==> src/rtl/serial_add_pkg.sv <==
// Shared types and constants for the word-level serial adder front end.
package serial_add_pkg;

   typedef enum logic [1:0] {
      IDLE  = 2'd0,
      SHIFT = 2'd1,
      CARRY = 2'd2,
      DONE  = 2'd3
   } state_t;

   localparam int   DEF_WIDTH     = 8;
   localparam logic ADDER_CLR_RST = 1'b1;

endpackage

==> src/rtl/serial_add_ctrl.sv <==
// Parallel-to-serial front end: feeds an external bit-serial adder LSB-first,
// gathers the sum bits and final carry, and returns the parallel result.
module serial_add_ctrl
   import serial_add_pkg::*;
#(
   parameter int WIDTH = DEF_WIDTH,
   parameter int CW    = $clog2(WIDTH)
) (
   input  logic             clk,
   input  logic             clr,
   input  logic             in_valid,
   output logic             in_ready,
   input  logic [WIDTH-1:0] op_a,
   input  logic [WIDTH-1:0] op_b,
   input  logic             cin,
   output logic             a_bit,
   output logic             b_bit,
   output logic             cin_bit,
   output logic             adder_clr,
   input  logic             s_bit,
   input  logic             c_bit,
   output logic             out_valid,
   input  logic             out_ready,
   output logic [WIDTH-1:0] sum,
   output logic             cout,
   output state_t           state
);

   localparam logic [CW-1:0] LAST = CW'(WIDTH - 1);

   state_t           nxt;
   logic [WIDTH-1:0] areg;
   logic [WIDTH-1:0] breg;
   logic [WIDTH-1:0] sreg;
   logic [WIDTH-1:0] sum_r;
   logic             cin_r;
   logic             cout_r;
   logic [CW-1:0]    cnt;

   always_ff @(posedge clk or negedge clr) begin
      if (!clr) state <= IDLE;
      else      state <= nxt;
   end

   // Handshakes: a transfer happens on a rising edge where valid and ready are
   // both high; valid never depends on ready, and the result is held until taken.
   always_comb begin
      nxt       = state;
      in_ready  = 1'b0;
      out_valid = 1'b0;
      adder_clr = ADDER_CLR_RST;
      a_bit     = 1'b0;
      b_bit     = 1'b0;
      cin_bit   = 1'b0;
      case (state)
         IDLE: begin
            in_ready = 1'b1;
            if (in_valid) nxt = SHIFT;
         end
         SHIFT: begin
            adder_clr = 1'b0;
            a_bit     = areg[0];
            b_bit     = breg[0];
            cin_bit   = (cnt == '0) ? cin_r : 1'b0;
            if (cnt == LAST) nxt = CARRY;
         end
         CARRY: begin
            adder_clr = 1'b0;
            nxt       = DONE;
         end
         DONE: begin
            out_valid = 1'b1;
            if (out_ready) nxt = IDLE;
         end
         default: nxt = IDLE;
      endcase
   end

   // sum/cout live in their own registers so they hold across the next word's shifting.
   always_ff @(posedge clk or negedge clr) begin
      if (!clr) begin
         areg   <= '0;
         breg   <= '0;
         sreg   <= '0;
         sum_r  <= '0;
         cin_r  <= 1'b0;
         cout_r <= 1'b0;
         cnt    <= '0;
      end else begin
         case (state)
            IDLE: begin
               if (in_valid) begin
                  areg  <= op_a;
                  breg  <= op_b;
                  cin_r <= cin;
                  cnt   <= '0;
               end
            end
            SHIFT: begin
               areg <= areg >> 1;
               breg <= breg >> 1;
               sreg <= {s_bit, sreg[WIDTH-1:1]};
               cnt  <= cnt + 1'b1;
            end
            CARRY: begin
               cout_r <= c_bit;
               sum_r  <= sreg;
            end
            default: ;
         endcase
      end
   end

   assign sum  = sum_r;
   assign cout = cout_r;

endmodule

==> config.mk <==
export PLATFORM = sky130hd
export DESIGN_NAME = serial_add_ctrl
export DESIGN_NICKNAME = d
export VERILOG_FILES = /design/src/rtl/serial_add_pkg.sv /design/src/rtl/serial_add_ctrl.sv
export SDC_FILE = /design/constraint.sdc
export NUM_CORES = 1
export LEC_CHECK = 0
export ABC_AREA = 1
export CAP_MARGIN = 20
export CORE_ASPECT_RATIO = 1.75
export CORE_MARGIN = 4
export CORE_UTILIZATION = 46
export DETAILED_ROUTE_END_ITERATION = 8
export PLACE_DENSITY_LB_ADDON = 0.3
export RECOVER_POWER = 25
export SLEW_MARGIN = 20
export SYNTH_ARGS = -nofsm -noshare
export SYNTH_HDL_FRONTEND = slang
export SYNTH_SLANG_ARGS = --single-unit
==> constraint.sdc <==
create_clock -name clk -period 2.2 [get_ports clk]
set_input_delay 0.44 -clock clk [delete_from_list [all_inputs] [get_ports clk]]
set_output_delay 0.44 -clock clk [all_outputs]
set_load 0.02 [all_outputs]
; ---- Yosys cells after proc, flatten, opt, wreduce, memory -nomap -nowiden
; Cells that the tools add are included.
[op_classes]
n_eq_ne = 7
reduce_logical = 7
n_mux = 17
n_addsub = 1
[op_table]
columns = operator, n
row1 = case mux 8 bit (2 select lines), 2
row2 = two-way mux 8 bit, 2
row3 = case mux 2 bit (4 select lines), 1
row4 = two-way mux 1 bit, 7
row5 = two-way mux 2 bit, 3
row6 = inequality test 2 bit (second input constant), 3
row7 = case mux 3 bit (2 select lines), 1
row8 = == test 2 bit (second input constant), 2
row9 = AND reduction 2 bit, 2
row10 = adder 3 x 1 -> 3 bit (second input constant), 1
row11 = == test 3 bit (second input constant), 1
row12 = logical NOT 3 bit, 1
row13 = two-way mux 3 bit, 1
row14 = AND reduction 3 bit, 1
row15 = == test 2 x 1 -> 1 bit (second input constant), 1
row16 = logical NOT 2 bit, 1
row17 = nonzero test 2 bit, 1
row18 = OR reduction 2 bit, 1
[word_totals]
register_bits = 39

; ---- Logic depth before layout (Yosys ltp)
[logic_depth]
ltp_word = 3
ltp_mapped = 8
ltp_nobuf = 7

; ---- Least setup slack after synthesis
; No wires, ideal clock.
[synth_timing]
path_type = register to output
from = register state[1]
to = output port cin_bit
arrival_ns = 1.555
path_stages_with_launch = 6
t_required_ns = 1.760
setup_slack_ns = 0.205
cell_sequence = dfrtp_1 > inv_1 > ha_1 > inv_2 > buf_6 > nor3_1
[synth_via]
elab_chain_cells = 2
[synth_rtl]
columns = item, line
row1 = from (decl), serial_add_ctrl.sv:26  ; output state_t state
row2 = from (signal assigned), serial_add_ctrl.sv:42  ; else state <= nxt;
row3 = == test 2 x 1 -> 1 bit, serial_add_ctrl.sv:55  ; case (state)
row4 = two-way mux 1 bit, serial_add_ctrl.sv:55
row5 = to (decl), serial_add_ctrl.sv:18  ; output logic cin_bit,
; No other way between the ends.

; ---- Worst setup path in the final report
[layout_timing]
from = register state[0]
to = output port b_bit
[layout_via]
elab_chain_cells = 2
[layout_rtl]
columns = item, line
row1 = == test 2 x 1 -> 1 bit, serial_add_ctrl.sv:55
row2 = two-way mux 1 bit, serial_add_ctrl.sv:55
row3 = to (decl), serial_add_ctrl.sv:17  ; output logic b_bit,
; No other way between the ends.

==> metrics.txt <==
run status finished, final reports clean; Initial Util 48.6%; number of remaining DRC errors 0; share of synthesized area spent on multiplexers 0%; area of the placeable core 3940 µm²; leading post-synthesis cells by instance count sky130_fd_sc_hd__nand2_1 (131), sky130_fd_sc_hd__dfrtp_1 (39), sky130_fd_sc_hd__nand3_1 (23), sky130_fd_sc_hd__inv_1 (13), sky130_fd_sc_hd__ha_1 (7); unrepaired setup endpoints after global routing no; Leakage Power 1.34 nW; share of post-route cells with drive strength above 1 7.17%; initial antenna violation count 0; part of the total power dissipated in combinational logic 47.5%; Final Critical Period 2.02 ns; distinct cell type count of the synthesized netlist 15; total placed cells including tap cells 319; Arr. time, crit path 1.58 ns; Post-synth ARST share 100%; CP max stage cell sky130_fd_sc_hd__dfrtp_1; Filler Cells Inserted 376; maximum number of pins on one net before global-route repair 40; multi-input combinational cell area 772 µm²; clock root buffer master sky130_fd_sc_hd__clkbuf_8; Final setup violation count 0; power consumption 3.47 mW; Int Power 2.05 mW; number of routed nets with antenna violations 0; wire length of the first global-routing pass 6440 µm; wire length reported by the detailed router 3690 µm; Tightest Pin Transition 0.952 ns; fraction of the yosys area taken by sequential cells 51.0%; max-cap check violation count 0; NetSw 1.42 mW; endpoints failing hold 0; Post-Route Hold Slack 0.286 ns; non-filler cells in the finished layout 327; final setup TNS 0 ns; iteration-0 DRC count of the detailed router 24; share of power burned in registers 35.0%; clock network fraction of total power 17.4%; count of hold-fix buffers inserted at cts 0; Wirelength per Cell 11.3 µm; total number of vias 1580; clock tree from TritonCTS built; longest individual stage delay on the worst path 0.43 ns; IR drop worst, VDD 0.754 mV; area fraction of the dominant cell type after synthesis 51.0%; register bit count reported by yosys 39; growth of design area from synthesis to finish 25.5%; Top FF cell, synth sky130_fd_sc_hd__dfrtp_1; clk_skew 0.00744 ns; Worst Path Max Fanout 7; switching share of total power 40.9%; synthesized-area fraction occupied by ao, oa, aoi and oai cells 1.31%; I/O pins 40; clock slew at the register clock pins of the worst setup and hold paths 0.08 ns; main combinational cell family by area after synthesis simple AND/OR/NAND/NOR gates; Mapped Cells 238; final design instance area without fill 2400 µm²; maximum root-to-sink buffer count 2; Post-CTS Setup Bufs 0; Chip Width 56.8 µm; Worst setup EP type output pin; startpoint-to-endpoint class of the critical path reg2out; CP required 1.76 ns; register cell area after layout 976 µm²; CTS H-tree depth 2; HPWL after DPL 2700 µm; Ant. Diodes 0; Site Rows 30; 1st-pass router iterations 4; adder and majority cell fraction of the synthesized area 4.58%; Worst-Skew Late Latency 0.29 ns; average footprint of a synthesized cell 8.04 µm²; final core occ 61.0%; DP Worst Slack 0.213 ns; Avg Vias per Cell 4.83; most numerous cell in the Yosys netlist sky130_fd_sc_hd__nand2_1; worst min-delay path class in2async; clock net sink count 39; ratio of total power to cell area 1450 nW/µm²; gp weighted congestion 0.831; Rel. slew slack 36.5%; Synth Area in Simple Gates 34.4%; biggest area contributors in the synthesized netlist sky130_fd_sc_hd__dfrtp_1 (51%), sky130_fd_sc_hd__nand2_1 (26%), sky130_fd_sc_hd__nand3_1 (6.0%); synthesized netlist net count 268; total overflow reported by the global router 0; overall global routing resource usage 15.3%; nets 308; final worst slack 0.184 ns; series of cell instances along the critical path ha_1, buf_4, nand2_1, inv_1, dlygate4sd2_1; count of input and output buffers 39; fmax 496 MHz; EDFF count, synth 0; xor and xnor area share after synthesis 0%; total CTS buffers 5; Setup crit start kind register; placed instance area 2290 µm²; number of slew-limit violations in the final report 0; via count of the first global-routing pass 1577; Die Footprint 5300 µm²; die outline height 93.3 µm; largest area contributor in the synthesized netlist sky130_fd_sc_hd__dfrtp_1; synthesized cell area 1910 µm²; share of the clock period used by the worst path 91.6%; number of synthesis warnings 0
-- cells in the final DEF, fill, tap and decap left out, drive strengths merged --
master / synthesis / layout
nand2: 135 / 135
dfrtp: 39 / 39
clkdlybuf4s50: 0 / 33
nand3: 23 / 23
inv: 15 / 15
ha: 7 / 7
clkbuf: 0 / 7
o21ai: 5 / 5
buf: 11 / 5
dlygate4sd2: 0 / 4
nand4: 2 / 2
nor3: 1 / 1
clkinv: 0 / 1
bufinv: 0 / 1
dlymetal6s2s: 0 / 1
-- final cells by class --
type	count	area share, %
clock buffers	6	3.44
clock inverters	2	1.46
inverters	15	2.34
multi-input cells	173	32.1
flip-flops and latches	39	40.6
well taps	48	2.50
repair buffers	44	17.5
-- metal layers --
metal  vias to the layer above  track usage, %  share of wire (%)
met5                         -               0                  0
met4                         0            7.54                2.1
met3                         9            3.45                3.5
met2                        30            28.7                 55
met1                       734            15.3                 39
li1                        807               -                  -
-- registers in the layout, summed over array words and instances, names as in the netlist --
signal  cells
cnt         3
cin_r       1
sreg        8
cout        1
breg        8
areg        8
state       2
sum         8
-- cell families (layout without fill, tap and decap cells) --
family | count (synthesis) | count (layout)
flops | 39 | 39
simple gates | 161 | 161
compound gates | 5 | 5
buf+inv | 26 | 67
fa+ha+maj | 7 | 7
-- power groups by stage --
stage	registers (mW)	clock network (mW)	logic [mW]
floorplan	1.31	0	1.16
global placement	1.22	0	1.68
detailed placement	1.23	0	1.71
CTS	1.22	0.630	1.70
global route	1.26	0.657	1.87
finish	1.22	0.605	1.65
-- critical path: cells and delay by family, from the launching register on --
kind,cells,cell delay (ns)
adder cells (fa/ha/maj),1,0.26
buffers and inverters,3,0.53
AND/OR/NAND/NOR,1,0.08
flip-flops,1,0.43
-- path summary, 6_finish.rpt --
path | from | to | slack (ns) | depth (start not counted)
max in group asynchronous | clr | areg[1]$_DFFE_PN0P_ | 1.32 | 1
hold / removal | clr | breg[2]$_DFFE_PN0P_ | 0.29 | 1
min in group clk | sum[2]$_DFFE_PN0P_ | sum[2]$_DFFE_PN0P_ | 0.47 | 2
setup reg to reg | state[0]$_DFFE_PN0P_ | cnt[0]$_DFFE_PN0P_ | 0.61 | 5
setup / recovery | state[0]$_DFFE_PN0P_ | b_bit | 0.18 | 5
hold reg to reg | sum[2]$_DFFE_PN0P_ | sum[2]$_DFFE_PN0P_ | 0.47 | 2
-- repair_timing --
item / 4_1_cts / 5_1_grt
gates cloned: 0 / 0
setup endpoints to repair: 4 / 1
resized for setup: 4 / 1
(Power assumes the default switching activity.)
